==> config.mk <==
export PLATFORM = sky130hd
export DESIGN_NAME = imem_loader
export DESIGN_NICKNAME = d
export VERILOG_FILES = /design/src/rtl/imem_loader.sv
export SDC_FILE = /design/constraint.sdc
export NUM_CORES = 2
export LEC_CHECK = 0
export CORE_MARGIN = 5
export CORE_UTILIZATION = 55
export DETAILED_ROUTE_END_ITERATION = 12
export PLACE_DENSITY = 0.79
export SYNTH_ARGS = -nofsm -noshare
export SYNTH_HDL_FRONTEND = slang
export SYNTH_SLANG_ARGS = --single-unit
==> constraint.sdc <==
create_clock -name clk_i -period 4.1 [get_ports clk_i]
set_clock_uncertainty 0.15 [all_clocks]
set_input_delay 0.82 -clock clk_i [delete_from_list [all_inputs] [get_ports clk_i]]
set_output_delay 0.82 -clock clk_i [all_outputs]
set_load 0.01 [all_outputs]
==> src/rtl/imem_loader.sv <==
// Instruction memory with a handshaked load port, session word count / checksum /
// sticky range error, and fetch gating that returns NOOP until the CPU is allowed to run.
//
// state | meaning
// IDLE  | no session; only load_req is honoured
// LOAD  | accepting program words (wr_ready high)
// READY | program loaded, waiting for start or a reload
// RUN   | CPU fetches real instructions
module imem_loader #(
    parameter int DATA_W = 32,
    parameter int ADDR_W = 16,
    parameter int DEPTH  = 64
) (
    input  logic                     clk_i,
    input  logic                     rst_i,
    input  logic                     load_req_i,
    input  logic                     auto_inc_i,
    input  logic                     wr_valid_i,
    output logic                     wr_ready_o,
    input  logic [DATA_W-1:0]        wr_data_i,
    input  logic [ADDR_W-1:0]        wr_addr_i,
    input  logic                     load_done_i,
    input  logic                     start_i,
    output logic                     run_o,
    input  logic [ADDR_W-1:0]        fetch_addr_i,
    output logic [DATA_W-1:0]        fetch_data_o,
    output logic [$clog2(DEPTH):0]   word_count_o,
    output logic [DATA_W-1:0]        checksum_o,
    output logic                     err_o
);

    localparam int IDX_W = (DEPTH > 1) ? $clog2(DEPTH) : 1;
    localparam int CNT_W = $clog2(DEPTH) + 1;
    localparam logic [ADDR_W:0] DEPTH_X = (ADDR_W + 1)'(DEPTH);
    localparam logic [CNT_W-1:0] CNT_MAX = CNT_W'(DEPTH);

    typedef enum logic [1:0] {IDLE, LOAD, READY, RUN} state_t;

    state_t              state_q;
    logic                wr_ready_q;
    logic                run_q;
    logic [ADDR_W-1:0]   ptr_q;
    logic [CNT_W-1:0]    cnt_q;
    logic [DATA_W-1:0]   sum_q;
    logic                err_q;
    logic [DATA_W-1:0]   fetch_data_q;
    logic [DATA_W-1:0]   mem_q [DEPTH];

    logic [ADDR_W-1:0]   tgt_addr_d;
    logic                wr_in_range_d;
    logic                accept_d;
    logic                wr_en_d;
    logic                fetch_in_range_d;

    assign tgt_addr_d       = auto_inc_i ? ptr_q : wr_addr_i;
    assign wr_in_range_d    = {1'b0, tgt_addr_d} < DEPTH_X;
    assign accept_d         = wr_valid_i & wr_ready_q;
    assign wr_en_d          = accept_d & wr_in_range_d;
    assign fetch_in_range_d = {1'b0, fetch_addr_i} < DEPTH_X;

    always_ff @(posedge clk_i or negedge rst_i) begin
        if (!rst_i) begin
            state_q    <= IDLE;
            wr_ready_q <= 1'b0;
            run_q      <= 1'b0;
            ptr_q      <= '0;
            cnt_q      <= '0;
            sum_q      <= '0;
            err_q      <= 1'b0;
        end else begin
            case (state_q)
                IDLE: begin
                    if (load_req_i) begin
                        state_q    <= LOAD;
                        wr_ready_q <= 1'b1;
                        ptr_q      <= '0;
                        cnt_q      <= '0;
                        sum_q      <= '0;
                        err_q      <= 1'b0;
                    end
                end
                LOAD: begin
                    if (accept_d) begin
                        if (wr_in_range_d) begin
                            if (cnt_q != CNT_MAX) cnt_q <= cnt_q + 1'b1;
                            sum_q <= sum_q + wr_data_i;
                        end else begin
                            err_q <= 1'b1;
                        end
                        // pointer advances even on rejected writes so a stream stays aligned
                        if (auto_inc_i) ptr_q <= ptr_q + 1'b1;
                    end
                    if (load_done_i) begin
                        state_q    <= READY;
                        wr_ready_q <= 1'b0;
                    end
                end
                READY: begin
                    if (load_req_i) begin
                        state_q    <= LOAD;
                        wr_ready_q <= 1'b1;
                        ptr_q      <= '0;
                        cnt_q      <= '0;
                        sum_q      <= '0;
                        err_q      <= 1'b0;
                    end else if (start_i) begin
                        state_q <= RUN;
                        run_q   <= 1'b1;
                    end
                end
                RUN: begin
                    if (!start_i) begin
                        state_q <= READY;
                        run_q   <= 1'b0;
                    end
                end
                default: begin
                    state_q    <= IDLE;
                    wr_ready_q <= 1'b0;
                    run_q      <= 1'b0;
                end
            endcase
        end
    end

    // Memory has no reset; contents survive both reset and reloads.
    always_ff @(posedge clk_i) begin
        if (wr_en_d) mem_q[tgt_addr_d[IDX_W-1:0]] <= wr_data_i;
    end

    always_ff @(posedge clk_i or negedge rst_i) begin
        if (!rst_i) begin
            fetch_data_q <= '0;
        end else if (state_q == RUN && fetch_in_range_d) begin
            fetch_data_q <= mem_q[fetch_addr_i[IDX_W-1:0]];
        end else begin
            fetch_data_q <= '0;
        end
    end

    assign wr_ready_o   = wr_ready_q;
    assign run_o        = run_q;
    assign fetch_data_o = fetch_data_q;
    assign word_count_o = cnt_q;
    assign checksum_o   = sum_q;
    assign err_o        = err_q;

endmodule

-- After elaboration in Yosys (flattened, before gate mapping)
Memories as Yosys holds them, arrays and structs flattened.
Index checks and enable logic that the tools add are counted.
- bits in registers: 92
- RAM bits: 2048
- input port bits: 71
- output and inout bits: 74
- word-level logic and storage cells: 78
- memories kept: 1
- add/sub/neg operators: 3
- order comparisons: 2
- equality and inequality tests: 16
- mux-type cells: 34
- bitwise operators: 2
- reduce and logical (&&, ||, !) cells: 12
- memories (name ; depth ; width ; read ports ; clocked after memory_dff ; write ports ; line ; source):
    mem_q ; 64 ; 32 ; 1 ; 0 ; 1 ; 47 ; logic [DATA_W-1:0] mem_q [DEPTH];
- operators by type and width (operator ; number):
    $mux 32 ; 4
    $mux 16 ; 4
    $pmux 32 s2 ; 1
    $add 32x32->32 ; 1
    $lt 16x7->1 const B ; 2
    $pmux 16 s2 ; 1
    $mux 7 ; 4
    $ne 2x2->1 const B ; 10
    $reduce_and 4->1 ; 5
    $add 16x1->16 const B ; 1
    $pmux 7 s2 ; 1
    $mux 1 ; 10
    $mux 2 ; 5
    $pmux 2 s4 ; 1
    $add 7x1->7 const B ; 1
    $ne 7x7->1 const B ; 1
    $pmux 1 s2 ; 3
    $reduce_and 5->1 ; 1
    $eq 2x2->1 const B ; 2
    $reduce_bool 2->1 ; 2
    $ne 3x3->1 const B ; 1
    $reduce_and 3->1 ; 1
    $and 1x1->1 ; 2
    $eq 2x1->1 const B ; 1
    4 further kinds ; 4

-- Logic depth before layout (Yosys ltp)
- word-level depth: 5
- gate-level depth with buffers: 11
- gate-level depth less buffers: 11

-- Least setup slack after synthesis
OpenSTA, ideal clock, no wires.
- kind: input to register
- start: in wr_addr_i[13]
- end: mem mem_q[32][0] (enable)
- library setup time: 421 ps
- arrival time: 3246 ps
- required time: 3529 ps
- setup slack: 283 ps
- stages: 5
- buffers on the path: 0
- path through: nor4_1 a31oi_1 nor3b_1 nand2_1 nor2_1
- longest elaborated chain between the ends: 5
- RTL lines (element ; line ; source):
    from (decl) ; 21 ; input logic [ADDR_W-1:0] wr_addr_i,
    $mux 16 ; 55 ; assign tgt_addr_d = auto_inc_i ? ptr_q : wr_addr_i;
    $lt 16x7->1 ; 56 ; assign wr_in_range_d = {1'b0, tgt_addr_d} < DEPTH_X;
    $and 1x1->1 ; 58 ; assign wr_en_d = accept_d & wr_in_range_d;
    $mux 1 ; 128 ; if (wr_en_d) mem_q[tgt_addr_d[IDX_W-1:0]] <= wr_data_i;
    $mux 1 (implied by the code) ; 128 ;
    to (decl) ; 47 ;
No other way between the ends.

-- Final worst setup path
- start: in auto_inc_i
- end: mem mem_q[1][2] (enable)
- longest elaborated chain between the ends: 5
- RTL lines (element ; line ; source):
    from (decl) ; 17 ; input logic auto_inc_i,
    $mux 16 (*) ; 55 ;
    $lt 16x7->1 ; 56 ;
    $and 1x1->1 ; 58 ;
    $mux 1 ; 128 ;
    $mux 1 (implied by the code) ; 128 ;
Every way passes the cells marked *; elsewhere a longest branch is shown, timed or not.

==> impl_metrics.ini <==
[run_status]
status = finished, final reports clean

[power]
leakagePower_nw = 30.7
powerDensity_mw_per_mm2 = 486
peakVddDrop_mv = 0.398

[floorplanning]
fp-row-count = 142
coreArea_mm2 = 0.150
die_w_um = 398
ios = 145
die_area_mm2 = 0.159
initial_core_util_pct = 55.3
die-height_um = 398

[timing]
period_share_pct = 86.4
rsz0062_at_grt = false
finalHoldViolations = 0
fmax_mhz = 282
worstMarginPinSlew_ns = 1.03
setup_slack_ns = 0.558
setup_viol = 0
maxSlewHeadroom_pct = 31.1
finalMaxSlewViolations = 0
period_needed_ns = 3.54

[clock_network]
cts.sinks = 2140
cts_root_buffer = clkbuf_16
cts_max_path_buffers = 3
cts_setup_buffers = 0
clkLatencyLatePin_ns = 0.84
htree_num_levels = 4
cts_buffers = 200
clkTransAtPathRegs_ns = 0.07
cts_tree = done

[global_route]
grt_max_degree = 72
track_usage_pct = 28.9
grt_first_pass_wirelength_um = 322000
grt_overflow = 0
grt_pass1_vias = 43120
antenna_found_initial = 25

[critical_path]
path_common_cell = buf_4
r2r-end = checksum_o[30]
max_stage_delay_ns = 0.68
required_ns = 4.45
cp-startpoint = auto_inc_i
cp_slowest_cell = nor4_1
endpoint = mem_q[1][2]
crit_cells = 9
reg2reg_depth = 11
r2r_slack_ns = 0.70
endpoint_kind = flip-flop
crit_fanout = 14
critical_path_class = in2reg
worstPathCellList = clkdlybuf4s50_1, nor4_1, a31oi_1, buf_4, nor3_1, nand2_1, buf_4, nor2_4, buf_4
cp_data_arrival_time_ns = 3.89
cp-start-kind = primary input
timing.rr.start = checksum_o[0]
critPathBufInv = 4
path_delay_family = simple AND/OR/NAND/NOR gates

[logic_synthesis]
syn_inst = 3541
synth_nets = 3647
syn-cell-area_mm2 = 0.0829
ys.flop_type = edfxtp_1
ys_async_sr_fraction_pct = 4.30
yosysSeqAreaShare_pct = 76.9
synth-edff-count = 2048
synth_cell_types = 56
ys_seq_elements = 2140
synth_area_per_cell_um2 = 23.4
yosysWarnings = 0

[route]
drc = 0
drt_wl_total_um = 226000
vias = 42140
route.detailed.wl_per_inst_um = 36.6
vias_per_cell = 6.83
drt-pass1-iter-count = 5
first_iter_violations = 6324
ant_nets = 0

[finish]
finalNonFillerCells = 6172
final_common_cell = edfxtp_1
nets = 4086
synthToLayoutAreaGrowth_pct = 16.2
final_cell_mix = 2048 x edfxtp_1, 665 x mux4_2, 203 x clkbuf_16, 165 x buf_4, 105 x clkdlybuf4s50_1
drive_above_1_share_pct = 32.1

[run]
cap_viol_max_count = 0

[placed_design]
dp_cells = 5793
numPortBuffers = 144
dp_slack_ns = -0.208
place_hpwl_um = 128000
gp_congestion = 0.861

[min_path]
hold_path_class = in2reg
## what timing repair did
item                                   4_1_cts  5_1_grt
endpoints found under the hold margin       47        0
hold buffers                                 1        0
gates resized for setup                      0        0
## registers in the layout, summed over array words and instances, names as in the netlist
register / flops
err_o: 1
checksum_o: 32
run_o: 1
wr_ready_o: 1
fetch_data_o: 32
mem_q: 2048
word_count_o: 7
ptr_q: 16
state_q: 2
## synth_stat cells, types with 3 or more instances
| master | n | area [um^2] |
|---|---|---|
| inv_1 | 22 | 82.6 |
| buf_2 | 55 | 275 |
| o31ai_1 | 4 | 30.0 |
| or3_1 | 4 | 25.0 |
| xnor2_1 | 12 | 105 |
| o21bai_1 | 5 | 37.5 |
| a21oi_1 | 33 | 165 |
| mux4_2 | 665 | 15000 |
| nand3_1 | 40 | 200 |
| a211oi_1 | 22 | 165 |
| nand2b_1 | 7 | 43.8 |
| and3_1 | 8 | 50.1 |
| mux2i_1 | 12 | 120 |
| a31oi_1 | 6 | 37.5 |
| nand2_1 | 49 | 184 |
| nor4_1 | 9 | 56.3 |
| dfrtp_1 | 92 | 2300 |
| o21ai_1 | 32 | 160 |
| ha_1 | 34 | 425 |
| edfxtp_1 | 2048 | 61500 |
| o21a_1 | 4 | 30.0 |
| nor2_1 | 109 | 409 |
| nor2b_1 | 35 | 219 |
| o31a_1 | 3 | 26.3 |
| a21o_1 | 16 | 120 |
| a22o_1 | 3 | 26.3 |
| buf_1 | 17 | 63.8 |
| xor2_1 | 25 | 219 |
| nor3_1 | 8 | 40.0 |
| nand4_1 | 11 | 68.8 |
| clkbuf_1 | 96 | 360 |
| o21ai_0 | 21 | 105 |
| mux2_2 | 4 | 45.0 |
## how the worst min path moves through the flow
stage,cells past startpoint,from,slack (ns),to
final,1,wr_data_i[2],0.20,mem_q[54][2]
after global routing,1,wr_data_i[2],0.15,mem_q[54][2]
after CTS,1,wr_data_i[2],0.15,mem_q[54][2]
after detailed placement,2,err_o,0.37,err_o
after global placement,2,err_o,0.34,err_o
after floorplan,2,ptr_q[15],0.36,ptr_q[15]
## cell type report
type                    count  area, um^2
flip-flops and latches   2140       63800
fillers                  9066       53600
multi-input cells        1209       18800
clock buffers             256        5440
repair buffers            407        4500
well taps                2016        2520
clock inverters           117        1180
inverters                  22        82.6
diodes                      5        12.5
## where the power goes
group / total, mW / internal, mW / switching (mW)
clock network: 18.8 / 10.6 / 8.20
registers: 24.3 / 24.1 / 0.203
logic: 3.66 / 1.53 / 2.12
total: 46.8 / 36.3 / 10.5
## cells by family (layout without fill, tap and decap cells)
group | Yosys count | after routing | synth area share [%]
adder cells (fa/ha/maj) | 35 | 35 | 0.537
other | 0 | 5 | 0
XOR/XNOR | 37 | 37 | 0.391
multiplexers | 681 | 681 | 18.3
buffers and inverters | 192 | 802 | 0.966
AO/OA/AOI/OAI | 165 | 165 | 1.26
AND/OR/NAND/NOR | 291 | 291 | 1.66
flip-flops | 2140 | 2140 | 76.9
## metal layers
metal  part of all wire [%]  vias to the layer above  track usage, %
li1                       -                    16041               -
met1                     33                    21875            38.7
met3                     13                      620            7.00
met4                    3.9                       12            9.87
met2                     50                     3592            47.6
met5                  0.036                        -               0
## through the flow
step                instance area (um^2)  total power, mW  utilization, %  TNS [ns]  hold slack [ns]
global route                       96400             48.2            64.3         0            0.146
detailed placement                 89700             28.3            59.8   -150.19            0.367
CTS                                96400             46.9            64.3         0            0.145
finish                             96400             46.8            64.3         0            0.199
floorplan                          82900             26.7               -         0            0.356
global placement                   89700             28.2            59.8   -149.60            0.339
Power figures use the tool's default switching activity.
